## src/rtl/subtractor_pkg.sv

```systemverilog
// Shared definitions for the subtractor family: state encoding and the
// 1-bit full-subtractor equations.
package subtractor_pkg;

    typedef enum logic {
        ST_IDLE = 1'b0,
        ST_RUN  = 1'b1
    } state_t;

    typedef struct packed {
        logic d;
        logic bo;
    } sub_bit_t;

    // Difference and borrow-out of a - b - bin for a single bit
    function automatic sub_bit_t full_sub(input logic a, input logic b, input logic bin);
        sub_bit_t r;
        r.d  = a ^ b ^ bin;
        r.bo = (~a & b) | (~(a ^ b) & bin);
        return r;
    endfunction

endpackage

```

## src/rtl/full_sub_cell.sv

```systemverilog
// Combinational 1-bit full-subtractor cell.
module full_sub_cell
    import subtractor_pkg::*;
(
    input  logic a,
    input  logic b,
    input  logic bin,
    output logic d,
    output logic bo
);

    sub_bit_t res;

    assign res = full_sub(a, b, bin);
    assign d   = res.d;
    assign bo  = res.bo;

endmodule

```

## src/rtl/serial_subtractor.sv

```systemverilog
// Bit-serial WIDTH-bit subtractor: diff = a - b - bin, LSB first, one bit per
// clock through a single full-subtractor cell with a registered borrow.
module serial_subtractor
    import subtractor_pkg::*;
#(
    parameter int unsigned WIDTH = 8
) (
    input  logic             clk,
    input  logic             rst_n,
    input  logic             start,
    input  logic [WIDTH-1:0] a,
    input  logic [WIDTH-1:0] b,
    input  logic             bin,
    output logic             busy,
    output logic             done,
    output logic [WIDTH-1:0] diff,
    output logic             bout,
    output logic             ovf
);

    localparam int unsigned CNT_W = (WIDTH > 1) ? $clog2(WIDTH) : 1;

    state_t             state_q;
    state_t             state_d;
    logic [WIDTH-1:0]   a_sh;
    logic [WIDTH-1:0]   b_sh;
    logic [WIDTH-1:0]   res_sh;
    logic [WIDTH-1:0]   res_next;
    logic               br;
    logic [CNT_W-1:0]   cnt;
    logic               a_msb;
    logic               b_msb;
    logic               d_bit;
    logic               bo_bit;
    logic               accept;
    logic               running;
    logic               last;

    full_sub_cell u_cell (
        .a   (a_sh[0]),
        .b   (b_sh[0]),
        .bin (br),
        .d   (d_bit),
        .bo  (bo_bit)
    );

    assign accept  = (state_q == ST_IDLE) && start;
    assign running = (state_q == ST_RUN);
    assign last    = running && (cnt == CNT_W'(WIDTH - 1));

    // Result register shifted right with the new bit entering at the MSB;
    // written per-bit so it also elaborates cleanly for WIDTH=1
    always_comb begin
        res_next            = res_sh >> 1;
        res_next[WIDTH-1]   = d_bit;
    end

    // State register
    always_ff @(posedge clk or negedge rst_n) begin
        if (!rst_n) begin
            state_q <= ST_IDLE;
        end else begin
            state_q <= state_d;
        end
    end

    // Next-state: accept a start while idle, return to idle after the last bit
    always_comb begin
        state_d = state_q;
        case (state_q)
            ST_IDLE: if (start) state_d = ST_RUN;
            ST_RUN:  if (last)  state_d = ST_IDLE;
            default: state_d = ST_IDLE;
        endcase
    end

    // Datapath: operand capture, serial shifting and registered outputs
    always_ff @(posedge clk or negedge rst_n) begin
        if (!rst_n) begin
            a_sh   <= '0;
            b_sh   <= '0;
            res_sh <= '0;
            br     <= 1'b0;
            cnt    <= '0;
            a_msb  <= 1'b0;
            b_msb  <= 1'b0;
            busy   <= 1'b0;
            done   <= 1'b0;
            diff   <= '0;
            bout   <= 1'b0;
            ovf    <= 1'b0;
        end else begin
            done <= 1'b0;
            if (accept) begin
                a_sh  <= a;
                b_sh  <= b;
                br    <= bin;
                a_msb <= a[WIDTH-1];
                b_msb <= b[WIDTH-1];
                cnt   <= '0;
                busy  <= 1'b1;
            end else if (running) begin
                a_sh   <= a_sh >> 1;
                b_sh   <= b_sh >> 1;
                res_sh <= res_next;
                br     <= bo_bit;
                cnt    <= cnt + CNT_W'(1);
                if (last) begin
                    diff <= res_next;
                    bout <= bo_bit;
                    ovf  <= (a_msb ^ b_msb) & (a_msb ^ d_bit);
                    done <= 1'b1;
                    busy <= 1'b0;
                end
            end
        end
    end

endmodule

```

## config.mk

```make
export PLATFORM = sky130hd
export DESIGN_NAME = serial_subtractor
export DESIGN_NICKNAME = d
export VERILOG_FILES = /design/src/rtl/subtractor_pkg.sv /design/src/rtl/full_sub_cell.sv /design/src/rtl/serial_subtractor.sv
export SDC_FILE = /design/constraint.sdc
export NUM_CORES = 1
export LEC_CHECK = 0
export ABC_AREA = 1
export CAP_MARGIN = 20
export CORE_MARGIN = 2
export CORE_UTILIZATION = 51
export CTS_BUF_LIST = sky130_fd_sc_hd__clkbuf_16
export DETAILED_ROUTE_END_ITERATION = 6
export GPL_TIMING_DRIVEN = 0
export HOLD_SLACK_MARGIN = 0.12
export MAX_ROUTING_LAYER = met4
export PLACE_DENSITY = 0.76
export SYNTH_ARGS = -nofsm -noshare
export SYNTH_HDL_FRONTEND = slang
export SYNTH_HIERARCHICAL = 1
export SYNTH_SLANG_ARGS = --single-unit
```

## constraint.sdc

```tcl
create_clock -name clk -period 1.5 [get_ports clk]
set_input_delay 0.3 -clock clk [delete_from_list [all_inputs] [get_ports clk]]
set_output_delay 0.3 -clock clk [all_outputs]
set_load 0.01 [all_outputs]
```

==> impl_metrics.tcl <==
set metrics [dict create \
    min_period_over_period 0.9821 \
    status "complete, no violations" \
    drc_errors 0 \
    yosys.area.top_type "dfrtp_1" \
    yosysMostFrequentCell "nand2_1" \
    worstPathCellList "clkdlybuf4s50_1" \
    fill_cells 294 \
    diodes 0 \
    drive_gt1_frac 0.1250 \
    vdd_drop_max_mv 1.107 \
    design.core.area_mm2 0.003363 \
    drv_cap 0 \
    clock-root-buffer "clkbuf_16" \
    grt_pass1_wl_mm 6.147 \
    power.density_mw_per_mm2 2010 \
    synth_ff_type "dfrtp_1" \
    cp.depth 1 \
    finalWirelength_mm 3.495 \
    cts.sinks 42 \
    syn_inst 192 \
    vias_per_cell 4.982 \
    worst_ep_required_time_ns 1.20 \
    slowest_delay_ns 0.54 \
    dp_hpwl_mm 2.459 \
    ys_ff_latch 42 \
    grt_max_degree 43 \
    synth_area_mm2 0.001803 \
    drt_iter0_drc 44 \
    max_slew_margin 0.4066 \
    yosysWarnings 6 \
    yosysTopAreaCellShare 0.5829 \
    max_freq_mhz 678.8 \
    gr-total-overflow 0 \
    synth_nets 216 \
    whs_ns 0.1413 \
    clk_latency_ns 0.28 \
    rr_worst_depth 6 \
    io_buffers 31 \
    antenna_found_initial 0 \
    io-pin-count 32 \
    cts_made_buffers 5 \
    vias 1385 \
    setup.worst_path.end_class "primary output" \
    worstSetupPathType "reg -> out" \
    synthArstFlopShare 1.000 \
    path_buf_inv 1 \
    seq_area_frac_synth 0.5829 \
    cts_buffer_depth 2 \
    ys_top_cells_by_count "nand2_1, dfrtp_1, nand3_1" \
    chipWidth_um 63.46 \
    cp_slowest_cell "clkdlybuf4s50_1" \
    postCtsHoldBufs 0 \
    fp.dieArea_mm2 0.004027 \
    num_rows 21 \
    cp_top_family "buffers and inverters" \
    htreeDepth 2 \
    cp_max_fo 2 \
    gp_congestion 0.7947 \
    track_usage 0.2092 \
    finalSetupViolations 0 \
    cts_tree "yes" \
    tightest_slew_ns 0.8900 \
    ant_nets 0 \
    worstPathArrival_ns 1.17 \
    yosysUniqueCellTypes 15 \
    synth_edf_count 0 \
    cts.clk_slew.worst_paths_ns 0.05 \
    area_growth_pct 28.73 \
    grt_pass1_vias 1383 \
    start_kind "flop" \
    hold_viol 0 \
    period_needed_ns 1.473 \
    syn-mean-instance-area_um2 9.391 \
    start_util 0.5361 \
    die_h_um 63.46 \
    p_leak_nw 1.208 \
    synth_area_leaders "dfrtp_1, nand2_1, nand3_1" \
    drt-pass1-iter-count 4 \
    report.final.slew_viol_count 0 \
    fin_nets 255 \
    fin_skew_ns 0.002420 \
    setup_tns_ns 0 \
    hold_class "in -> async" \
    wl_per_cell_um 12.57 \
]
[area by class of cell]
cell class              count  area [um^2]  share of cell area
flip-flops and latches     42         1051              0.4528
clock buffers               5        125.1             0.05391
multi-input cells         125        613.1              0.2642
well taps                  46        57.56             0.02480
clock inverters             3        12.51            0.005391
plain buffers               9        78.83             0.03396
inverters                  16        60.06             0.02588
repair buffers             32        322.8              0.1391
[cells in the final DEF, fill, tap and decap left out]
cell type and count:
nor2_4 2, clkdlybuf4s50_1 26, dfrtp_1 42, buf_4 2, a21oi_2 1, clkinv_1 1
fa_1 1, clkbuf_16 5, nand3_1 17, nand2_1 80, buf_2 4, dlymetal6s2s_1 4
clkinv_2 1, buf_6 5, nand2_4 1, o21ai_0 10, ha_1 3, inv_1 17
o21ai_2 8, nor2_1 2
[report_power, final]
part	switching, W	leakage, nW	internal, W
Clock	0.000406	0.0724	0.000601
Sequential	0.000254	0.535	0.00162
Combinational	0.000983	0.601	0.000803
Total	0.00164	1.21	0.00302
[per-stage QoR]
step	std cells	total power (W)	worst slack [ns]	area (um^2)	util
CTS	277	0.004709	0.005355	2303	0.6849
global placement	269	0.003553	-0.8682	2171	0.6455
finish	278	0.004665	0.02678	2321	0.6901
floorplan	192	0.003006	0.1810	1803	-
detailed placement	269	0.003681	0.08346	2166	0.6440
global route	278	0.005035	-0.006872	2321	0.6901
[what timing repair did]
action / CTS / global route
gates resized for setup: 0 / 4
setup endpoints to repair: 0 / 5
buffers inserted: 0 / 1
[routing by layer]
layer	track usage	share of wire	vias to the layer above
li1	-	-	674
met1	0.2297	0.41	664
met2	0.3382	0.51	41
met3	0.07500	0.060	6
met4	0.1005	0.019	0
met5	-	0	-
[final timing paths]
| kind | start | endpoint | slack (ns) |
|---|---|---|---|
| worst max-delay path | busy | busy | 0.03 |
| worst min-delay path | rst_n | done | 0.14 |
| worst max register to register | a_sh[0] | ovf | 0.10 |
| worst min register to register | diff[3] | diff[3] | 0.48 |
| max in group asynchronous | rst_n | a_sh[6] | 0.80 |
| min in group clk | diff[3] | diff[3] | 0.48 |
[kinds of logic after synthesis]
family          Yosys count  share of synthesized area
fa+ha+maj                 4                    0.03192
compound gates           19                    0.07148
flops                    42                     0.5829
simple gates            102                     0.2366
buf+inv                  25                    0.07703
[sequential cells by signal (all words and copies together), names as in the netlist]
register  cells
a_msb         1
a_sh          8
b_msb         1
b_sh          8
bout          1
br            1
busy          1
cnt           3
diff          8
done          1
ovf           1
res_sh        7
running       1
Power figures use the tool's default switching activity.
